--- src/rtl/pipeline_sequencer.sv ---
// pipeline_sequencer: stage load/hold/flush control, forwarding selects,
// run/step/halt/drain debug FSM and advance/stall counters for a 5-stage MIPS.
module pipeline_sequencer (
  input  logic        clk,
  input  logic        reset,
  input  logic        dbg_cmd_valid,
  input  logic [1:0]  dbg_cmd,
  output logic        dbg_cmd_ready,
  input  logic [4:0]  id_rs,
  input  logic [4:0]  id_rt,
  input  logic        id_uses_rt,
  input  logic        id_halt,
  input  logic [4:0]  ex_rs,
  input  logic [4:0]  ex_rt,
  input  logic        ex_regwrite,
  input  logic        ex_memtoreg,
  input  logic [4:0]  ex_writereg,
  input  logic        ex_branch_taken,
  input  logic        mem_regwrite,
  input  logic [4:0]  mem_writereg,
  input  logic        wb_regwrite,
  input  logic [4:0]  wb_writereg,
  output logic        pc_en,
  output logic        pc_sel,
  output logic        if_id_en,
  output logic        id_ex_en,
  output logic        ex_mem_en,
  output logic        mem_wb_en,
  output logic        if_id_flush,
  output logic        id_ex_flush,
  output logic [1:0]  fwd_a,
  output logic [1:0]  fwd_b,
  output logic [1:0]  state,
  output logic        halt_done,
  output logic [31:0] adv_count,
  output logic [31:0] stall_count
);

  typedef enum logic [1:0] {
    S_HALTED = 2'b00,
    S_RUN    = 2'b01,
    S_STEP   = 2'b10,
    S_DRAIN  = 2'b11
  } state_e;

  localparam logic [1:0] CMD_RUN   = 2'b00;
  localparam logic [1:0] CMD_STEP  = 2'b01;
  localparam logic [1:0] CMD_HALT  = 2'b10;
  localparam logic [1:0] CMD_CLEAR = 2'b11;

  state_e      state_q, state_d;
  logic [1:0]  drain_cnt_q, drain_cnt_d;
  logic        halt_done_q, halt_done_d;
  logic [31:0] adv_count_q, adv_count_d;
  logic [31:0] stall_count_q, stall_count_d;

  logic adv, in_drain, load_use, br_taken, cmd_acc, stall_hit;

  // Hazard detection; a taken branch squashes the stalled instruction anyway,
  // so a stall is only counted when no branch redirects in the same cycle.
  always_comb begin
    adv       = (state_q != S_HALTED);
    in_drain  = (state_q == S_DRAIN);
    load_use  = adv && ex_regwrite && ex_memtoreg && (ex_writereg != 5'd0) &&
                ((ex_writereg == id_rs) || (id_uses_rt && (ex_writereg == id_rt)));
    br_taken  = adv && ex_branch_taken;
    stall_hit = load_use && !br_taken;
    dbg_cmd_ready = (state_q == S_HALTED) || (state_q == S_RUN);
    cmd_acc   = dbg_cmd_valid && dbg_cmd_ready;
  end

  // Stage enables and flushes; everything frozen when not advancing.
  always_comb begin
    pc_en       = adv && !in_drain && !stall_hit;
    pc_sel      = br_taken;
    if_id_en    = adv && !stall_hit;
    if_id_flush = in_drain || br_taken;
    id_ex_en    = adv;
    id_ex_flush = br_taken || load_use;
    ex_mem_en   = adv;
    mem_wb_en   = adv;
  end

  // Forwarding selects: MEM result beats WB result; r0 never forwards.
  always_comb begin
    fwd_a = 2'b00;
    fwd_b = 2'b00;
    if (mem_regwrite && (mem_writereg != 5'd0) && (mem_writereg == ex_rs))
      fwd_a = 2'b10;
    else if (wb_regwrite && (wb_writereg != 5'd0) && (wb_writereg == ex_rs))
      fwd_a = 2'b01;
    if (mem_regwrite && (mem_writereg != 5'd0) && (mem_writereg == ex_rt))
      fwd_b = 2'b10;
    else if (wb_regwrite && (wb_writereg != 5'd0) && (wb_writereg == ex_rt))
      fwd_b = 2'b01;
  end

  // Next-state for debug FSM, drain counter and performance counters.
  always_comb begin
    state_d       = state_q;
    drain_cnt_d   = drain_cnt_q;
    halt_done_d   = 1'b0;
    adv_count_d   = adv ? adv_count_q + 32'd1 : adv_count_q;
    stall_count_d = stall_hit ? stall_count_q + 32'd1 : stall_count_q;
    case (state_q)
      S_HALTED: begin
        if (cmd_acc) begin
          case (dbg_cmd)
            CMD_RUN:   state_d = S_RUN;
            CMD_STEP:  state_d = S_STEP;
            CMD_CLEAR: begin
              adv_count_d   = 32'd0;
              stall_count_d = 32'd0;
            end
            default: ;
          endcase
        end
      end
      S_RUN: begin
        // An explicit HALT wins over a halt opcode arriving the same cycle.
        if (cmd_acc && (dbg_cmd == CMD_HALT)) begin
          state_d = S_HALTED;
        end else if (id_halt) begin
          state_d     = S_DRAIN;
          drain_cnt_d = 2'd3;
        end
      end
      S_STEP: begin
        if (id_halt) begin
          state_d     = S_DRAIN;
          drain_cnt_d = 2'd3;
        end else begin
          state_d = S_HALTED;
        end
      end
      S_DRAIN: begin
        if (drain_cnt_q == 2'd0) begin
          state_d     = S_HALTED;
          halt_done_d = 1'b1;
        end else begin
          drain_cnt_d = drain_cnt_q - 2'd1;
        end
      end
      default: state_d = S_HALTED;
    endcase
  end

  // State, counters and halt_done pulse registers.
  always_ff @(posedge clk) begin
    if (reset) begin
      state_q       <= S_HALTED;
      drain_cnt_q   <= 2'd0;
      halt_done_q   <= 1'b0;
      adv_count_q   <= 32'd0;
      stall_count_q <= 32'd0;
    end else begin
      state_q       <= state_d;
      drain_cnt_q   <= drain_cnt_d;
      halt_done_q   <= halt_done_d;
      adv_count_q   <= adv_count_d;
      stall_count_q <= stall_count_d;
    end
  end

  assign state       = state_q;
  assign halt_done   = halt_done_q;
  assign adv_count   = adv_count_q;
  assign stall_count = stall_count_q;

endmodule

--- config.mk ---
export PLATFORM = sky130hd
export DESIGN_NAME = pipeline_sequencer
export DESIGN_NICKNAME = d
export VERILOG_FILES = /design/src/rtl/pipeline_sequencer.sv
export SDC_FILE = /design/constraint.sdc
export NUM_CORES = 1
export LEC_CHECK = 0
export CAP_MARGIN = 25
export CORE_ASPECT_RATIO = 1.2
export CORE_MARGIN = 2
export CORE_UTILIZATION = 47
export CTS_BUF_LIST = sky130_fd_sc_hd__clkbuf_16
export CTS_CLUSTER_SIZE = 20
export DETAILED_ROUTE_END_ITERATION = 7
export PLACE_DENSITY = 0.81
export REMOVE_ABC_BUFFERS = 1
export SYNTH_ARGS = -nofsm -noshare
export SYNTH_HDL_FRONTEND = slang
export SYNTH_SLANG_ARGS = --single-unit
--- constraint.sdc ---
create_clock -name clk -period 3.05 [get_ports clk]
set_input_delay 0.61 -clock clk [delete_from_list [all_inputs] [get_ports clk]]
set_output_delay 0.61 -clock clk [all_outputs]
set_load 0.1 [all_outputs]
* Word-level counts from Yosys, hierarchy flattened
Cells that the tools add are included.
** Storage, ports and cells
- Bits in registers :: 69
- Input port bits :: 47
- Output and inout bits :: 80
- Logic and storage cells :: 87
** Cells by class
- Add/subtract/negate cells :: 3
- Equal/unequal tests :: 18
- Muxes and demuxes :: 24
- Bitwise logic cells :: 1
- Reductions and logical operators :: 36
** Operators with widths (count)
- 32-bit 2-to-1 mux :: 8
- 32-bit by 1-bit adder with 32-bit output, second input constant :: 2
- 5-bit equality test :: 6
- 2-bit 2-to-1 mux :: 10
- 1-bit logical AND :: 18
- 5-bit nonzero test :: 3
- 2-bit equality test, second input constant :: 4
- 2-bit case mux with 4 select lines :: 1
- 2-bit logical NOT :: 3
- 2-bit != test, second input constant :: 3
- 2-bit case mux with 3 select lines :: 1
- 2-bit by 1-bit equality test with 1-bit output, second input constant :: 2
- 1-bit logical OR :: 4
- 2-bit case mux with 2 select lines :: 1
- 4-bit AND reduction :: 1
- 1-bit logical NOT :: 3
- 1-bit 2-to-1 mux :: 3
- 3-bit by 1-bit != test with 1-bit output, second input constant :: 1
- 3-bit by 2-bit != test with 1-bit output, second input constant :: 1
- 3-bit AND reduction :: 1
- 3-bit nonzero test :: 1
- 2-bit by 1-bit != test with 1-bit output, second input constant :: 1
- 2-bit nonzero test :: 1
- 2-bit OR reduction :: 1
- other kinds (2) :: 2

* Longest topological paths before layout
- Depth after elaboration :: 10
- Mapped depth :: 9
- Depth with buffers taken out :: 7

* Least setup slack after synthesis
Ideal clock, no wire load.
- Path kind :: input to output
- Start :: in mem_writereg[4]
- End :: out fwd_a[0]
- Data arrival time :: 5813 ps
- Required time :: 2440 ps
- Slack :: -3373 ps
- Cell stages on the path :: 4
- Path buffers :: 0
- Cells stage by stage :: xnor2_1 nand3_1 nor4_1 nor4_1
** Between the ends
- Longest elaborated chain between the ends :: 4
- Elaborated cells between the ends (all ways) :: 5
- Classes of those cells :: 1 x eq/ne; 1 x mux; 3 x reduce/logical
** RTL lines
- from (decl) :: RTL line 20 : input logic [4:0] mem_writereg,
- 5-bit nonzero test :: RTL line 88 : if (mem_regwrite && (mem_writereg != 5'd0) && (mem_writereg == ex_rs))
- 1-bit logical AND :: RTL line 88
- 1-bit logical AND * :: RTL line 88
- 2-bit 2-to-1 mux * :: RTL line 88
- to (decl) :: RTL line 31 : output logic [1:0] fwd_a,
Every way passes the cells marked *; elsewhere a longest branch is shown, timed or not.

* Final worst setup path
- Start :: in ex_rt[4]
- End :: out fwd_b[0]
** Between the ends
- Longest elaborated chain between the ends :: 4
- Elaborated cells between the ends (all ways) :: 6
- Classes of those cells :: 2 x eq/ne; 2 x mux; 2 x reduce/logical
** RTL lines
- from (decl) :: RTL line 14 : input logic [4:0] ex_rt,
- 5-bit equality test :: RTL line 94 : else if (wb_regwrite && (wb_writereg != 5'd0) && (wb_writereg == ex_rt))
- 1-bit logical AND :: RTL line 94
- 1-bit 2-to-1 mux :: RTL line 94
- 2-bit 2-to-1 mux * :: RTL line 92 : if (mem_regwrite && (mem_writereg != 5'd0) && (mem_writereg == ex_rt))
- to (decl) :: RTL line 32 : output logic [1:0] fwd_b,
Marks and branches as above.

==> impl_metrics.prom <==
# TYPE chip_impl_metric gauge
chip_impl_info{name="outcome",value="finished clean"} 1
chip_impl_metric{name="firstDrtPassIters",unit=""} 5
chip_impl_metric{name="drt_iter0_markers",unit=""} 194
chip_impl_metric{name="max-clock-path-buffers",unit=""} 2
chip_impl_metric{name="power.density_cell_area",unit="nW/um^2"} 586
chip_impl_metric{name="detail_route.vias_per_cell",unit=""} 5.74
chip_impl_metric{name="static_leakage_power",unit="nW"} 2.22
chip_impl_info{name="final_common_cell",value="sky130_fd_sc_hd__buf_4"} 1
chip_impl_metric{name="register_clock_pin_slew_on_the_reported_worst_setup_and_hold_paths",unit="ns"} 0.06
chip_impl_metric{name="clock-skew-final",unit="ns"} 0.00662
chip_impl_metric{name="worst_pin_slew",unit="ns"} 0.674
chip_impl_metric{name="ys_async_sr_fraction",unit=""} 0
chip_impl_metric{name="place.detailed.instances",unit=""} 739
chip_impl_info{name="cp-start-kind",value="primary input"} 1
chip_impl_metric{name="peakVddDrop",unit="mV"} 0.868
chip_impl_info{name="worstHoldEndpoint",value="drain_cnt_q[1]"} 1
chip_impl_metric{name="total_standard_cell_area_after_synthesis",unit="sq um"} 3990
chip_impl_metric{name="cts-htree-levels",unit=""} 3
chip_impl_metric{name="grt-ovfl-total",unit=""} 0
chip_impl_metric{name="routed_wire_length_per_instance",unit="microns"} 15.9
chip_impl_metric{name="timing.reg2reg.worst_path_depth",unit=""} 9
chip_impl_metric{name="worstSkewPairLatency",unit="ns"} 0.33
chip_impl_metric{name="clock.fmax",unit="GHz"} 0.330
chip_impl_info{name="worst_setup_ep_type",value="output pin"} 1
chip_impl_metric{name="setup_viol",unit=""} 0
chip_impl_metric{name="worst-r2r-setup-slack",unit="ns"} 0.64
chip_impl_metric{name="route.vias.total",unit=""} 4332
chip_impl_metric{name="rows",unit=""} 36
chip_impl_metric{name="wirelength",unit="microns"} 12000
chip_impl_info{name="mostFrequentLayoutCells",value="105 x sky130_fd_sc_hd__buf_4, 69 x sky130_fd_sc_hd__dfxtp_1, 40 x sky130_fd_sc_hd__nand3_1"} 1
chip_impl_info{name="setup.worst_path.class",value="primary input to output pin"} 1
chip_impl_info{name="cts_tree",value="built"} 1
chip_impl_info{name="critical_path.reg2reg.endpoint",value="stall_count[27]"} 1
chip_impl_metric{name="post-route-min-period",unit="ns"} 3.03
chip_impl_metric{name="grt_pass1_vias",unit=""} 4249
chip_impl_metric{name="worst_slack",unit="ns"} 0.0176
chip_impl_metric{name="antenna_found_initial",unit=""} 1
chip_impl_metric{name="proportion_of_layout_cells_with_a_drive_suffix_above_1",unit=""} 0.234
chip_impl_metric{name="max_cap_violations",unit=""} 0
chip_impl_metric{name="initial_core_util",unit=""} 0.487
chip_impl_info{name="dominantRegCellSynth",value="sky130_fd_sc_hd__dfxtp_1"} 1
chip_impl_metric{name="syn_avg_cell_area",unit="sq um"} 8.20
chip_impl_metric{name="grt_max_degree",unit=""} 50
chip_impl_metric{name="cts_num_sinks",unit=""} 69
chip_impl_metric{name="pre_cts_slack",unit="ns"} -0.0820
chip_impl_metric{name="cts-buffers-inserted",unit=""} 9
chip_impl_metric{name="buffer_ports.inserted",unit=""} 126
chip_impl_metric{name="dp_hpwl",unit="microns"} 9020
chip_impl_metric{name="post_dp_area",unit="sq um"} 5470
chip_impl_metric{name="finalNonFillerCells",unit=""} 755
chip_impl_metric{name="cp_data_arrival_time",unit="ns"} 2.42
chip_impl_metric{name="design.die.area",unit="sq um"} 9250
chip_impl_metric{name="synth.distinct_cells",unit=""} 45
chip_impl_info{name="grt_setup_unrepaired",value="yes"} 1
chip_impl_metric{name="register_bit_total_from_synthesis",unit=""} 69
chip_impl_metric{name="timing.final.crit_share",unit=""} 0.994
chip_impl_metric{name="design.core.area",unit="sq um"} 8200
chip_impl_info{name="hp-class",value="register to register"} 1
chip_impl_metric{name="yosysWarnings",unit=""} 0
chip_impl_metric{name="die_h",unit="microns"} 105
chip_impl_metric{name="grt_pass1_wl",unit="microns"} 19800
chip_impl_metric{name="gp_routability_congestion",unit=""} 0.938
chip_impl_metric{name="ys_seq_area_frac",unit=""} 0.346
chip_impl_metric{name="netlist_instances",unit=""} 487
chip_impl_metric{name="slew-limit-headroom",unit=""} 0.546
chip_impl_metric{name="final-hold-violation-count",unit=""} 0
chip_impl_info{name="clockRootBuffer",value="sky130_fd_sc_hd__clkbuf_16"} 1
chip_impl_metric{name="final_area",unit="sq um"} 5820
chip_impl_metric{name="grt.total_usage",unit=""} 0.263
chip_impl_metric{name="fp.dieW",unit="microns"} 88.2
chip_impl_metric{name="timing.critical_path.required",unit="ns"} 2.44
chip_impl_metric{name="detail-route-antenna-nets",unit=""} 0
chip_impl_metric{name="remaining_drc_errors",unit=""} 0
chip_impl_metric{name="timing.final.max_slew_violations",unit=""} 0
chip_impl_metric{name="ioPinCount",unit=""} 127
chip_impl_metric{name="min_delay_path_depth",unit=""} 2
chip_impl_metric{name="num-nets-final",unit=""} 690
chip_impl_info{name="rr_startpoint",value="state[0]"} 1
chip_impl_metric{name="post_synth_edffs",unit=""} 0
chip_impl_info{name="hp-start",value="drain_cnt_q[1]"} 1
chip_impl_metric{name="critical_path_peak_fanout",unit=""} 2
chip_impl_metric{name="syn2layout_area_growth",unit="%"} 45.8
chip_impl_metric{name="finalSetupTns",unit="ns"} 0
[report_power, final]
group	switching (mW)	internal (mW)
Sequential	0.0286	0.929
Combinational	1.01	0.427
Clock	0.393	0.627
Total	1.43	1.98
[worst max path at each step]
| stage | to | startpoint | slack (ns) |
|---|---|---|---|
| 2_1_floorplan | fwd_a[0] | mem_writereg[4] | -3.37 |
| 3_3_place_gp | fwd_a[0] | mem_writereg[1] | -0.04 |
| 3_5_place_dp | fwd_a[0] | mem_writereg[1] | -0.08 |
| 4_1_cts | fwd_a[0] | mem_writereg[1] | -0.0006 |
| 5_1_grt | fwd_b[0] | mem_writereg[4] | -0.06 |
| 6_report | fwd_b[0] | ex_rt[4] | 0.02 |
[Yosys cell counts, types with 2 or more instances]
master / count / area (sq um)
sky130_fd_sc_hd__dfxtp_1: 69 / 1380
sky130_fd_sc_hd__nand3_1: 40 / 200
sky130_fd_sc_hd__a21oi_1: 39 / 195
sky130_fd_sc_hd__nand2_1: 38 / 143
sky130_fd_sc_hd__nor2_1: 34 / 128
sky130_fd_sc_hd__xor2_1: 33 / 289
sky130_fd_sc_hd__or4_1: 28 / 210
sky130_fd_sc_hd__o31ai_1: 23 / 173
sky130_fd_sc_hd__nand4_1: 18 / 113
sky130_fd_sc_hd__clkbuf_1: 14 / 52.6
sky130_fd_sc_hd__inv_1: 13 / 48.8
sky130_fd_sc_hd__nor3_1: 12 / 60.1
sky130_fd_sc_hd__xnor2_1: 12 / 105
sky130_fd_sc_hd__o21ai_0: 10 / 50.1
sky130_fd_sc_hd__nor4_1: 9 / 56.3
sky130_fd_sc_hd__or3_1: 8 / 50.1
sky130_fd_sc_hd__ha_1: 7 / 87.6
sky130_fd_sc_hd__and2_1: 6 / 37.5
sky130_fd_sc_hd__and4_1: 6 / 52.6
sky130_fd_sc_hd__buf_2: 6 / 30.0
sky130_fd_sc_hd__and3_1: 5 / 31.3
sky130_fd_sc_hd__mux2i_1: 5 / 50.1
sky130_fd_sc_hd__nand2b_1: 5 / 31.3
sky130_fd_sc_hd__mux2_2: 4 / 45.0
sky130_fd_sc_hd__nor2b_1: 4 / 25.0
sky130_fd_sc_hd__o41ai_1: 4 / 35.0
sky130_fd_sc_hd__or2_2: 4 / 25.0
sky130_fd_sc_hd__or4b_1: 4 / 40.0
sky130_fd_sc_hd__a211oi_1: 3 / 22.5
sky130_fd_sc_hd__o211ai_1: 3 / 22.5
sky130_fd_sc_hd__a211o_1: 2 / 17.5
sky130_fd_sc_hd__buf_4: 2 / 15.0
sky130_fd_sc_hd__nand3b_1: 2 / 15.0
sky130_fd_sc_hd__nand4b_1: 2 / 17.5
sky130_fd_sc_hd__nor4_2: 2 / 25.0
sky130_fd_sc_hd__o21a_1: 2 / 15.0
[logic make-up (layout without fill, tap and decap cells)]
family          count (synthesis)  count (layout)  share of synthesized area
compound gates                 92              92                      0.148
xor+xnor                       45              45                     0.0987
fa+ha+maj                       7               7                     0.0219
buf+inv                        36             189                     0.0379
flops                          69              69                      0.346
mux                             9               9                     0.0238
other cells                     0               1                          0
simple gates                  229             229                      0.324
[per-stage QoR]
step	utilization	hold slack [ns]	total power, mW
floorplan	-	0.435	1.93
global placement	0.667	0.456	2.39
detailed placement	0.667	0.463	2.40
CTS	0.704	0.481	3.43
global route	0.710	0.505	3.54
finish	0.710	0.470	3.41
[registers in the layout, summed over array words and instances, names as in the netlist]
| register | cells |
|---|---|
| stall_count | 32 |
| adv_count | 32 |
| halt_done | 1 |
| drain_cnt_q | 2 |
| state | 2 |
[critical path: stages]
cell	delay (ns)
sky130_fd_sc_hd__clkdlybuf4s50_1	0.46
sky130_fd_sc_hd__xor2_1	0.17
sky130_fd_sc_hd__or4_4	0.52
sky130_fd_sc_hd__nor4_2	0.32
sky130_fd_sc_hd__buf_4	0.18
sky130_fd_sc_hd__buf_12	0.16
[routing by layer]
metal	vias to the layer above	global-route usage	share of wire
li1	2111	-	-
met1	2030	0.314	0.39
met2	162	0.443	0.51
met3	29	0.0513	0.067
met4	0	0.129	0.032
met5	-	0	0
[what timing repair did]
item,4_1_cts,5_1_grt
hold buffers,0,0
gates resized for setup,4,16
pin swaps,0,6
setup endpoints to repair,5,5
setup buffers,0,0
[layout make-up]
| type | instances | area [sq um] |
|---|---|---|
| timing repair buffer | 161 | 1460 |
| clock buffer | 9 | 225 |
| clock inverter | 6 | 65.1 |
| sequential | 69 | 1380 |
| antenna | 1 | 2.50 |
| tap | 114 | 143 |
| fill | 674 | 2380 |
| inverter | 13 | 48.8 |
| multi-input combinational | 382 | 2490 |
Power figures use the tool's default switching activity.
